===== src/rtl/sys_ctrl_pkg.sv =====
// Shared constants for the command sequencer: opcodes, operand register slots, FSM encoding.
package sys_ctrl_pkg;

    localparam logic [7:0] CMD_WR      = 8'hAA;
    localparam logic [7:0] CMD_RD      = 8'hBB;
    localparam logic [7:0] CMD_ALU_OP  = 8'hCC;
    localparam logic [7:0] CMD_ALU_NOP = 8'hDD;

    localparam int unsigned OPA_ADDR = 0;
    localparam int unsigned OPB_ADDR = 1;

    typedef enum logic [3:0] {
        IDLE      = 4'd0,
        WR_ADDR   = 4'd1,
        WR_DATA   = 4'd2,
        RD_ADDR   = 4'd3,
        RD_WAIT   = 4'd4,
        OP_A      = 4'd5,
        OP_B      = 4'd6,
        ALU_FUN_S = 4'd7,
        ALU_WAIT  = 4'd8,
        SEND_RD   = 4'd9,
        SEND_LO   = 4'd10,
        SEND_HI   = 4'd11
    } state_t;

endpackage


===== src/rtl/sys_ctrl.sv =====
// Command sequencer: decodes RX bytes into regfile/ALU strobes and queues responses to TX FIFO.
// Strobes are combinational in the RX_D_VLD cycle; response sends stall (no loss) while FIFO_FULL.
module sys_ctrl
    import sys_ctrl_pkg::*;
#(
    parameter int DATA_WIDTH    = 8,
    parameter int ADDR_WIDTH    = 4,
    parameter int ALU_OUT_WIDTH = 16,
    parameter int FUN_WIDTH     = 4
) (
    input  logic                     CLK,
    input  logic                     RST,
    input  logic [DATA_WIDTH-1:0]    RX_P_DATA,
    input  logic                     RX_D_VLD,
    input  logic [DATA_WIDTH-1:0]    RdData,
    input  logic                     RdData_Valid,
    input  logic [ALU_OUT_WIDTH-1:0] ALU_OUT,
    input  logic                     OUT_Valid,
    input  logic                     FIFO_FULL,
    output logic                     ALU_EN,
    output logic [FUN_WIDTH-1:0]     ALU_FUN,
    output logic                     CLK_EN,
    output logic [ADDR_WIDTH-1:0]    Address,
    output logic                     WrEn,
    output logic                     RdEn,
    output logic [DATA_WIDTH-1:0]    WrData,
    output logic [DATA_WIDTH-1:0]    TX_P_DATA,
    output logic                     TX_D_VLD
);

    state_t                     state_q, state_d;
    logic [ADDR_WIDTH-1:0]      addr_q, addr_d;
    logic [DATA_WIDTH-1:0]      rd_q, rd_d;
    logic [ALU_OUT_WIDTH-1:0]   res_q, res_d;
    logic [FUN_WIDTH-1:0]       fun_q, fun_d;

    always_ff @(posedge CLK or negedge RST) begin
        if (!RST) begin
            state_q <= IDLE;
            addr_q  <= '0;
            rd_q    <= '0;
            res_q   <= '0;
            fun_q   <= '0;
        end else begin
            state_q <= state_d;
            addr_q  <= addr_d;
            rd_q    <= rd_d;
            res_q   <= res_d;
            fun_q   <= fun_d;
        end
    end

    always_comb begin
        state_d   = state_q;
        addr_d    = addr_q;
        rd_d      = rd_q;
        res_d     = res_q;
        fun_d     = fun_q;
        ALU_EN    = 1'b0;
        ALU_FUN   = fun_q;
        CLK_EN    = 1'b0;
        Address   = addr_q;
        WrEn      = 1'b0;
        RdEn      = 1'b0;
        WrData    = '0;
        TX_P_DATA = '0;
        TX_D_VLD  = 1'b0;

        unique case (state_q)
            IDLE: begin
                if (RX_D_VLD) begin
                    if (RX_P_DATA == DATA_WIDTH'(CMD_WR))           state_d = WR_ADDR;
                    else if (RX_P_DATA == DATA_WIDTH'(CMD_RD))      state_d = RD_ADDR;
                    else if (RX_P_DATA == DATA_WIDTH'(CMD_ALU_OP))  state_d = OP_A;
                    else if (RX_P_DATA == DATA_WIDTH'(CMD_ALU_NOP)) state_d = ALU_FUN_S;
                end
            end
            WR_ADDR: begin
                if (RX_D_VLD) begin
                    addr_d  = RX_P_DATA[ADDR_WIDTH-1:0];
                    state_d = WR_DATA;
                end
            end
            WR_DATA: begin
                if (RX_D_VLD) begin
                    WrEn    = 1'b1;
                    WrData  = RX_P_DATA;
                    state_d = IDLE;
                end
            end
            RD_ADDR: begin
                // Address bypasses the register so the read issues in the byte's own cycle.
                if (RX_D_VLD) begin
                    RdEn    = 1'b1;
                    Address = RX_P_DATA[ADDR_WIDTH-1:0];
                    addr_d  = RX_P_DATA[ADDR_WIDTH-1:0];
                    state_d = RD_WAIT;
                end
            end
            RD_WAIT: begin
                if (RdData_Valid) begin
                    rd_d    = RdData;
                    state_d = SEND_RD;
                end
            end
            OP_A: begin
                if (RX_D_VLD) begin
                    WrEn    = 1'b1;
                    Address = ADDR_WIDTH'(OPA_ADDR);
                    WrData  = RX_P_DATA;
                    state_d = OP_B;
                end
            end
            OP_B: begin
                if (RX_D_VLD) begin
                    WrEn    = 1'b1;
                    Address = ADDR_WIDTH'(OPB_ADDR);
                    WrData  = RX_P_DATA;
                    state_d = ALU_FUN_S;
                end
            end
            ALU_FUN_S: begin
                CLK_EN = 1'b1;
                if (RX_D_VLD) begin
                    ALU_EN  = 1'b1;
                    ALU_FUN = RX_P_DATA[FUN_WIDTH-1:0];
                    fun_d   = RX_P_DATA[FUN_WIDTH-1:0];
                    state_d = ALU_WAIT;
                end
            end
            ALU_WAIT: begin
                CLK_EN = 1'b1;
                if (OUT_Valid) begin
                    res_d   = ALU_OUT;
                    state_d = SEND_LO;
                end
            end
            SEND_RD: begin
                if (!FIFO_FULL) begin
                    TX_D_VLD  = 1'b1;
                    TX_P_DATA = rd_q;
                    state_d   = IDLE;
                end
            end
            SEND_LO: begin
                if (!FIFO_FULL) begin
                    TX_D_VLD  = 1'b1;
                    TX_P_DATA = res_q[DATA_WIDTH-1:0];
                    state_d   = SEND_HI;
                end
            end
            SEND_HI: begin
                if (!FIFO_FULL) begin
                    TX_D_VLD  = 1'b1;
                    TX_P_DATA = res_q[ALU_OUT_WIDTH-1 -: DATA_WIDTH];
                    state_d   = IDLE;
                end
            end
            default: state_d = IDLE;
        endcase
    end

endmodule

===== config.mk =====
export PLATFORM = sky130hd
export DESIGN_NAME = sys_ctrl
export DESIGN_NICKNAME = d
export VERILOG_FILES = /design/src/rtl/sys_ctrl_pkg.sv /design/src/rtl/sys_ctrl.sv
export SDC_FILE = /design/constraint.sdc
export NUM_CORES = 1
export LEC_CHECK = 0
export CAP_MARGIN = 20
export CORE_UTILIZATION = 65
export CTS_CLUSTER_DIAMETER = 80
export CTS_CLUSTER_SIZE = 8
export DETAILED_ROUTE_END_ITERATION = 10
export DONT_BUFFER_PORTS = 1
export PLACE_DENSITY = 0.86
export SLEW_MARGIN = 20
export SYNTH_ARGS = -nofsm -noshare
export SYNTH_HDL_FRONTEND = slang
export SYNTH_SLANG_ARGS = --single-unit
export TNS_END_PERCENT = 1

===== constraint.sdc =====
create_clock -name CLK -period 4.15 [get_ports CLK]
set_input_delay 0.415 -clock CLK [delete_from_list [all_inputs] [get_ports CLK]]
set_output_delay 0.415 -clock CLK [all_outputs]
set_load 0.01 [all_outputs]

== After elaboration in Yosys (flattened, before gate mapping) ==
Index checks and enable logic that the tools add are counted.

* Register bits after elaboration: 36
* Bits in latches: 0
* Memory bits (writable): 0
* Memory bits (read-only): 0
* Bits of input ports: 38
* Output and inout port bits: 29
* Logic and storage cells: 76
* Memories: 0

* Add/sub/neg operators: 0
* Multiply operators: 0
* Div/mod/pow operators: 0
* $lt $le $gt $ge: 0
* Eq/ne operators: 27
* Shift operators: 0
* Mux-type cells: 35
* Bitwise logic cells: 0
* Reduce and logical (&&, ||, !) cells: 9

{| class="wikitable"
|+ Operators by type and width
! kind !! count
|-
| $mux 4 || 20
|-
| $pmux 4 s11 || 1
|-
| $mux 8 || 5
|-
| $eq 8x8->1 const B || 4
|-
| $pmux 8 s3 || 1
|-
| $ne 2x2->1 const B || 11
|-
| $eq 4x3->1 const B || 4
|-
| $eq 4x4->1 const B || 4
|-
| $pmux 4 s3 || 1
|-
| $reduce_and 12->1 || 1
|-
| $eq 4x2->1 const B || 2
|-
| $mux 1 || 7
|-
| $reduce_or 2->1 || 3
|-
| $reduce_or 3->1 || 2
|-
| $ne 5x5->1 const B || 1
|-
| $eq 4x1->1 const B || 1
|-
| $logic_not 4->1 || 1
|-
| $reduce_and 2->1 || 2
|}

== Depth between registers and ports, before layout ==
Gate-level depths: netlist (run 1).

* Depth in word-level cells: 7
* Gate-level depth with buffers: 7
* Mapped depth without buffers: 5

== Worst setup path after synthesis (run 1) ==
Ideal clock, no wire load.

* Kind: reg-to-output
* Start: register state_q[1]
* End: output port WrData[0]
* Arrival time: 1.507 ns
* Data required time: 3.735 ns
* Setup slack: 2.228 ns
* Stages on the path, launching flop included: 6
* Buffers on the path: 2
* Cell sequence: dfrtp_1 > buf_6 > clkbuf_1 > nand3b_1 > a21oi_1 > and2_1

* Longest elaborated chain between the ends: 3
* Elaborated cells on any way between the ends: 5
* Those cells by class: eq/ne (3); mux (1); reduce/logical (1)

{| class="wikitable"
|+ RTL lines
! element !! RTL line !! text
|-
| start: declaration || sys_ctrl.sv:31 || <nowiki>state_t state_q, state_d;</nowiki>
|-
| start signal: assignment || sys_ctrl.sv:45 || <nowiki>state_q <= state_d;</nowiki>
|-
| $eq 4x3->1 / $eq 4x2->1 (equally long branches) || sys_ctrl.sv:69 || <nowiki>unique case (state_q)</nowiki>
|-
| $reduce_or 3->1 (no line) * || - ||
|-
| $mux 8 * || - ||
|-
| end: declaration || sys_ctrl.sv:26 || <nowiki>output logic [DATA_WIDTH-1:0] WrData,</nowiki>
|}

Every way passes the cells marked *; elsewhere a longest branch is shown, timed or not.

== Worst setup path after layout (run 1) ==
* Start: register state_q[0]
* End: output port Address[1]

* Longest elaborated chain between the ends: 2
* Elaborated cells on any way between the ends: 4
* Those cells by class: eq/ne (3); mux (1)

{| class="wikitable"
|+ RTL lines
! element !! RTL line !! text
|-
| $eq 4x3->1 / $eq 4x2->1 (equally long branches) || sys_ctrl.sv:69 ||
|-
| $pmux 4 s3 * || sys_ctrl.sv:69 ||
|-
| end: declaration || sys_ctrl.sv:23 || <nowiki>output logic [ADDR_WIDTH-1:0] Address,</nowiki>
|}

Marked as above.

==> out/results.txt, run 1 <==
largest net degree at the start of global routing = 37
CTS sink cnt = 36
drt total wl = 4.23 mm
final net count = 221
aggregate global-route resource usage = 28.2%
CTS Buffer Depth = 2
post-synth cell types = 42
clock skew = 0.00821 ns
violated checks = design-rule violations
Core Box Area = 2880 um^2
first-pass GRT wire length = 6.86 mm
RSZ-0062 raised after global routing = no
final count of hold timing violations = 0
slew margin rel. = 39.3%
Die Area = 3370 um^2
Placer Congestion = 0.901
net count after synthesis = 224
max layer used = met4
DRC errors left = 3
Reg2Reg Setup Slack = 1.97 ns
Max Fclk = 342 MHz
Slew Limit Fails = 0
Reg-to-Reg End = res_q[1]
CP Cell Sequence = nand2_1, nor3_1, and2_1, a22o_1
ys async rst share = 100%
Total Neg Setup Slack = 0 ns
ANT cells = 0
die width = 58.1 um
setup repair bufs after CTS = 0
CP max stage delay = 0.96 ns
Final ANT Viol Nets = 0
routed len/inst = 18.7 um
GRT overflow = 0
Pleak = 0.000922 uW
HP Class = in -> reg
CTS Buf Count = 5
Syn Inst Count = 186
Crit. End Element = output port
Site Rows = 19
Pre-antenna DRT Iters = 10
hold path startpoint = ALU_OUT[5]
Area Growth Syn to Fin = 5.08%
CP Launch Point = state_q[0]
DR vias/cell = 6.36
met2 WL post-DR = 2.21 mm
Iter 0 DRT Violations = 109
PwrDens = 736 nW/um^2
HPWL after DPL = 3.04 mm
post-route minimum period = 2.92 ns
#FFs+latches synth = 36
Peak VDD IR = 0.432 mV
IO Pins = 67
hold endpoint = res_q[5]
status = complete, but fails checks
H-tree lvl count = 2
Primary FF master, synth = dfrtp_1
share of cells above drive strength 1 = 30.4%
clk root buf = clkbuf_4
max-capacitance violation count = 0
syn avg cell area = 11.0 um^2
Setup-failing EPs final = 0
delay-heaviest family, CP = simple AND/OR/NAND/NOR gates
slowest CP cell = dfrtp_1
vias in the first global route = 1464
Startpoint Class = flip-flop
cts repair resizes = 0
Final period util = 70.4%
Initial Utilization = 71.0%
Reg clk slew, reported paths = 0.11 ns
Req. time, crit path = 3.73 ns
fin util = 74.6%
total power = 1580 uW
number of I/O port buffers = 0
Synth Warn # = 0
critical-path maximum fanout = 29
worst hold path cell count = 1
metal3 WL = 318 um
Post-synth EDFFs = 0
Worst Tran Pin Value = 0.911 ns
CP Class = reg -> out
initial antenna violation count = 0
clk_lat worst skew = 0.34 ns
register area share after synthesis = 44.1%
DIE HEIGHT = 58.1 um
number of cells on the worst reg-to-reg path = 3
Worst Path Buf+Inv = 0
CTS tree = built
Synth Cell Area = 2040 um^2
wl on met1 = 1.61 mm
r2r startpoint = state_q[1]
arrival time worst endpoint = 2.51 ns
vias = 1438
## per-stage QoR
stage / setup slack, ns / std cells / instance area, um^2 / hold WS [ns]
finish: 1.23 / 226 / 2150 / 0.210
global route: 0.998 / 226 / 2150 / 0.187
CTS: 1.24 / 226 / 2150 / 0.202
detailed placement: 1.63 / 216 / 2040 / 0.120
global placement: 1.74 / 216 / 2040 / 0.120
floorplan: 2.23 / 186 / 2040 / 0.119
## final cells by class
type	instances	area, um^2
multi-input cells	134	1070
flip-flops and latches	36	901
fillers	194	729
well taps	42	52.6
clock inverters	3	42.5
clock buffers	5	37.5
repair buffers	2	30.0
inverters	4	15.0
## flip-flops by register name, indices dropped and copies added, names as in the netlist
| name | flops |
|---|---|
| fun_q | 4 |
| res_q | 16 |
| rd_q | 8 |
| addr_q | 4 |
| state_q | 4 |
## how the worst max path moves through the flow
stage               depth (start not counted)    endpoint  slack [ns]
floorplan                                   5   WrData[0]        2.23
global placement                            4  Address[1]        1.74
detailed placement                          4  Address[1]        1.63
CTS                                         4  Address[1]        1.24
global route                                4  Address[1]         1.0
finish                                      4  Address[1]        1.23
## synthesized netlist by cell type, types with 2 or more instances
| master | n | area [um^2] |
|---|---|---|
| a21o_1 | 2 | 15.0 |
| a21oi_1 | 6 | 30.0 |
| a22o_1 | 3 | 26.3 |
| a22oi_1 | 8 | 60.1 |
| and2_1 | 10 | 62.6 |
| and4bb_2 | 2 | 25.0 |
| buf_1 | 2 | 7.51 |
| buf_2 | 5 | 25.0 |
| clkbuf_1 | 4 | 15.0 |
| dfrtp_1 | 36 | 901 |
| inv_1 | 4 | 15.0 |
| mux2_2 | 41 | 462 |
| nand2_1 | 8 | 30.0 |
| nand2b_1 | 6 | 37.5 |
| nor2_1 | 13 | 48.8 |
| nor2b_1 | 2 | 12.5 |
| o2111ai_1 | 2 | 17.5 |
| o21ai_0 | 4 | 20.0 |
| o22ai_1 | 3 | 18.8 |
| or3_1 | 2 | 12.5 |
| xnor2_1 | 2 | 17.5 |
## metal layers
layer,track usage [%],vias to the layer above
met5,0,-
met4,13.6,0
li1,-,666
met3,7.81,12
met1,33.9,700
met2,46.8,60
## cells by family (layout without fill, tap and decap cells)
logic type,Yosys count,in the layout,share of synthesized area [%]
XOR/XNOR,3,3,1.29
flip-flops,36,36,44.1
buffers and inverters,16,14,3.61
multiplexers,42,42,23.1
AO/OA/AOI/OAI,37,37,13.2
AND/OR/NAND/NOR,52,52,14.7
## report_power, final
| part | switching (uW) | internal (uW) | total (uW) |
|---|---|---|---|
| clock | 118 | 125 | 243 |
| sequential | 184 | 505 | 689 |
| combinational | 301 | 346 | 647 |
## what timing repair did
item                       4_1_cts  5_1_grt
setup endpoints to repair        0        0
hold buffers                     2        0
hold endpoints to repair        36        0
## layout by cell type (no fill, tap or decap), types with 2 or more instances in the layout
cell type,netlist,layout
inv_1,4,4
nand2b_1,6,6
clkbuf_4,0,5
a22o_1,3,3
o22ai_1,3,3
nor2b_1,2,2
or3_1,2,2
a22oi_1,8,8
xnor2_1,2,2
dfrtp_1,36,36
a21oi_1,6,6
a21o_1,2,2
o21ai_0,4,4
and2_1,10,10
nand2_1,8,8
and4bb_2,2,2
mux2_2,41,41
nor2_1,13,13
o2111ai_1,2,2
Power figures use the tool's default switching activity.
==> inputs of run 2 (changes only) <==
--- a/config.mk
+++ b/config.mk
@@ -5,13 +5,14 @@
 export SDC_FILE = /design/constraint.sdc
 export NUM_CORES = 1
 export LEC_CHECK = 0
+export ABC_AREA = 1
 export CAP_MARGIN = 20
-export CORE_UTILIZATION = 65
+export CORE_UTILIZATION = 63
 export CTS_CLUSTER_DIAMETER = 80
 export CTS_CLUSTER_SIZE = 8
 export DETAILED_ROUTE_END_ITERATION = 10
 export DONT_BUFFER_PORTS = 1
-export PLACE_DENSITY = 0.86
+export PLACE_DENSITY = 0.84
 export SLEW_MARGIN = 20
 export SYNTH_ARGS = -nofsm -noshare
 export SYNTH_HDL_FRONTEND = slang
==> constraint.sdc (replaced) <==
create_clock -name CLK -period 2.8 [get_ports CLK]
set_input_delay 0.28 -clock CLK [delete_from_list [all_inputs] [get_ports CLK]]
set_output_delay 0.28 -clock CLK [all_outputs]
set_load 0.01 [all_outputs]
==> run 2 against run 1 <==
  * The run now ends clean
  * Setup slack worse by 0.69 ns
  * Worst hold slack worse by 0.13 ns
  * Clock skew is 0.0053 ns higher
  * Core utilization is 2.6 points lower
  * Count of clock-buffer cells in the layout is 2 higher
  * Die area is 6.8% higher
  * Cell count is 35% higher
  * Critical path depth is 5 higher
  * Critical path type unchanged
  * Largest power group unchanged
==> out/results.txt, run 2 <==
status = finished, final reports clean
ys async rst share = 100% (unchanged)
fillers = 257 (+32%)
most common cell after layout, fill and taps aside = nand2_1
register area share after synthesis = 42.5% (-1.6 points)
Largest Register = res_q
routed len/inst = 14.6 um (-22%)
CTS sink cnt = 36 (unchanged)
arrival time worst endpoint = 1.98 ns (-0.53 ns)
Final ANT Viol Nets = 0 (unchanged)
Synth Cell Area = 2120 um^2 (+3.7%)
slowest CP cell = dfrtp_1
fin util = 72.0% (-2.6 points)
largest family of logic cells by synthesized area = simple AND/OR/NAND/NOR gates
Final period util = 80.9%
Iter 0 DRT Violations = 96 (-12%)
Req. time, crit path = 2.52 ns (-1.21 ns)
vias = 1723 (+20%)
hold path startpoint = ALU_OUT[15]
Syn Inst Count = 255 (+37%)
Peak VDD IR = 0.482 mV (+12%)
PwrDens = 933 nW/um^2 (+27%)
critical-path maximum fanout = 9 (-69%)
Synth Area in XOR/XNOR = 0% (-1.3 points)
number of I/O port buffers = 0 (unchanged)
vias in the first global route = 1575 (+7.6%)
post-synthesis mux area share = 16.1% (-7.0 points)
setup repair bufs after CTS = 0 (unchanged)
final count of hold timing violations = 0 (unchanged)
CP Launch Point = state_q[1]
CTS Buffer Depth = 2 (unchanged)
Reg2Reg Setup Slack = 1.08 ns (-0.89 ns)
Crit. End Element = output port
aggregate global-route resource usage = 27.8% (-0.34 points)
most instantiated cells after synthesis = 88 x nand2_1, 36 x dfrtp_1, 28 x inv_1
Post-synth EDFFs = 0 (unchanged)
Largest register FFs = 16 (unchanged)
Worst Tran Pin Value = 0.485 ns (-0.426 ns)
clk root buf = clkbuf_4
delay-heaviest family, CP = flip-flops
CTS Buf Count = 5 (unchanged)
Synth Warn # = 0 (unchanged)
CTS tree = built
Max Fclk = 442 MHz
Worst Path Buf+Inv = 4 (+4)
HPWL after DPL = 3.37 mm (+11%)
Startpoint Class = flip-flop
Pre-antenna DRT Iters = 4 (-6)
RSZ-0062 raised after global routing = no
Synth Area in Simple Gates = 28.4% (+14 points)
Area Growth Syn to Fin = 6.32%
commonest non-fill, non-tap cells in the layout = 88 x nand2_1, 36 x dfrtp_1, 28 x inv_1
die width = 60 um (+3.3%)
Core Box Area = 3130 um^2 (+8.7%)
max-capacitance violation count = 0 (unchanged)
Regs by FF count = res_q: 16 flops, rd_q: 8 flops
H-tree lvl count = 2 (unchanged)
#FFs+latches synth = 36 (unchanged)
Initial Utilization = 67.8% (-3.3 points)
Reg clk slew, reported paths = 0.11 ns (about the same)
Reg-to-Reg End = fun_q[1]
count leader, synth = nand2_1
Fin Hold WS = 0.0845 ns (-0.125 ns)
Total Neg Setup Slack = 0 ns (unchanged)
Yosys top cell by area = dfrtp_1
Primary FF master, synth = dfrtp_1
DRC errors left = 0 (-3)
GRT overflow = 0 (unchanged)
CP dominant cell by count = nand2_1
final net count = 300 (+36%)
dpl ws = 0.940 ns (-0.691 ns)
Pleak = 0.00113 uW (+23%)
DIE HEIGHT = 60 um (+3.3%)
initial antenna violation count = 0 (unchanged)
CP Class = reg -> out
CP Cell Sequence = inv_1, nand2_1, inv_1, nand2_1, nand2_1, o21ai_0, inv_2, nand2_1, inv_1
Die Area = 3600 um^2 (+6.8%)
clk_lat worst skew = 0.33 ns (about the same)
Setup-failing EPs final = 0 (unchanged)
HP Class = in -> reg
largest net degree at the start of global routing = 37 (unchanged)
Synth area leaders = dfrtp_1 43%, nand2_1 16%, mux2_2 9.0%, mux2_4 7.1%, inv_1 5.0%
syn avg cell area = 8.31 um^2 (-24%)
CP max stage delay = 0.49 ns (-0.47 ns)
slew margin rel. = 67.3% (+28 points)
post-synth cell types = 23 (-45%)
post-synthesis adder-cell area fraction = 0% (unchanged)
post-route minimum period = 2.26 ns
DR vias/cell = 5.63 (-12%)
net count after synthesis = 293 (+31%)
r2r startpoint = state_q[0]
drt total wl = 4.47 mm (+5.7%)
worst hold path cell count = 1 (unchanged)
Site Rows = 20 (+1)
first-pass GRT wire length = 7.17 mm (+4.5%)
Placer Congestion = 0.932 (+3.4%)
clock skew = 0.0135 ns (+0.00527 ns)
final setup margin = 0.536 ns (-0.691 ns)
share of cells above drive strength 1 = 19.1% (-11 points)
ANT cells = 0 (unchanged)
Synth Area in Compound Gates = 6.38% (-6.9 points)
number of cells on the worst reg-to-reg path = 5 (+2)
Slew Limit Fails = 0 (unchanged)
hold endpoint = res_q[15]
IO Pins = 67 (unchanged)
top cell type's share of synthesized area = 42.5% (-1.6 points)
## run 2: cell types whose count changed in the layout (fill, tap and decap cells not counted), sizes merged, moves of 6 or more
cell and delta:
nand2 +80, inv +28, nand3 +15, mux2 -14, and2 -10, nor2 +10, a22oi -8, a31oi +8
o21ai +8, nand2b -6
## run 2: worst max-delay path by stage
stage	end	slack (ns)	depth (start not counted)
detailed placement	WrData[2]	0.94	9
global route	WrData[0]	0.40	9
global placement	TX_P_DATA[0]	1.0	6
CTS	WrData[2]	0.54	9
floorplan	ALU_FUN[1]	1.16	5
finish	WrData[1]	0.54	9
## run 2: per-layer routing
| metal | vias up | track usage, % | part of all wire (%) |
|---|---|---|---|
| met5 | - | 0 | 0 |
| met1 | 815 | 37.4 | 43 |
| met3 | 11 | 8.66 | 6.6 |
| met4 | 0 | 12.3 | 2.2 |
| met2 | 58 | 41.4 | 48 |
| li1 | 839 | - | - |
## run 2: repair_timing
item | in CTS | in global routing
hold endpoints to repair | 36 | 0
gates resized for setup | 0 | 0
hold buffers | 2 | 0
## run 2: through the flow
step / total power, uW / instances / cell area [um^2]
after floorplan: 1610 / 255 / 2120
after global placement: 1740 / 297 / 2160
after detailed placement: 1780 / 297 / 2160
after CTS: 2110 / 306 / 2250
after global routing: 2250 / 306 / 2250
final: 2100 / 306 / 2250
## run 2: worst reg2reg max path, cell delays in order (launching register included)
cell     delay, ns
dfrtp_1       0.59
nand2_1       0.17
inv_1         0.08
nand2_1       0.15
nor2_4        0.21
mux2_2        0.40
## run 2: report_power, final
| part | internal [uW] | total (uW) | leakage (uW) | switching (uW) |
|---|---|---|---|---|
| combinational | 355 | 880 | 0.000644 | 525 |
| clock | 142 | 304 | 0.0000374 | 161 |
| sequential | 753 | 918 | 0.000448 | 165 |
## run 2: cells by family (layout without fill, tap and decap cells)
group,Yosys count,count (layout)
buffers and inverters,35,42
flip-flops,36,36
AND/OR/NAND/NOR,133,133
AO/OA/AOI/OAI,24,24
multiplexers,27,27
## run 2: layout make-up
type | instances | area [um^2] | area share, %
sequential | 36 | 901 | 40.0
multi-input combinational | 184 | 1080 | 47.9
inverter | 33 | 124 | 5.50
tap | 44 | 55.1 | 2.44
clock buffer | 7 | 65.1 | 2.89
timing repair buffer | 2 | 30.0 | 1.33
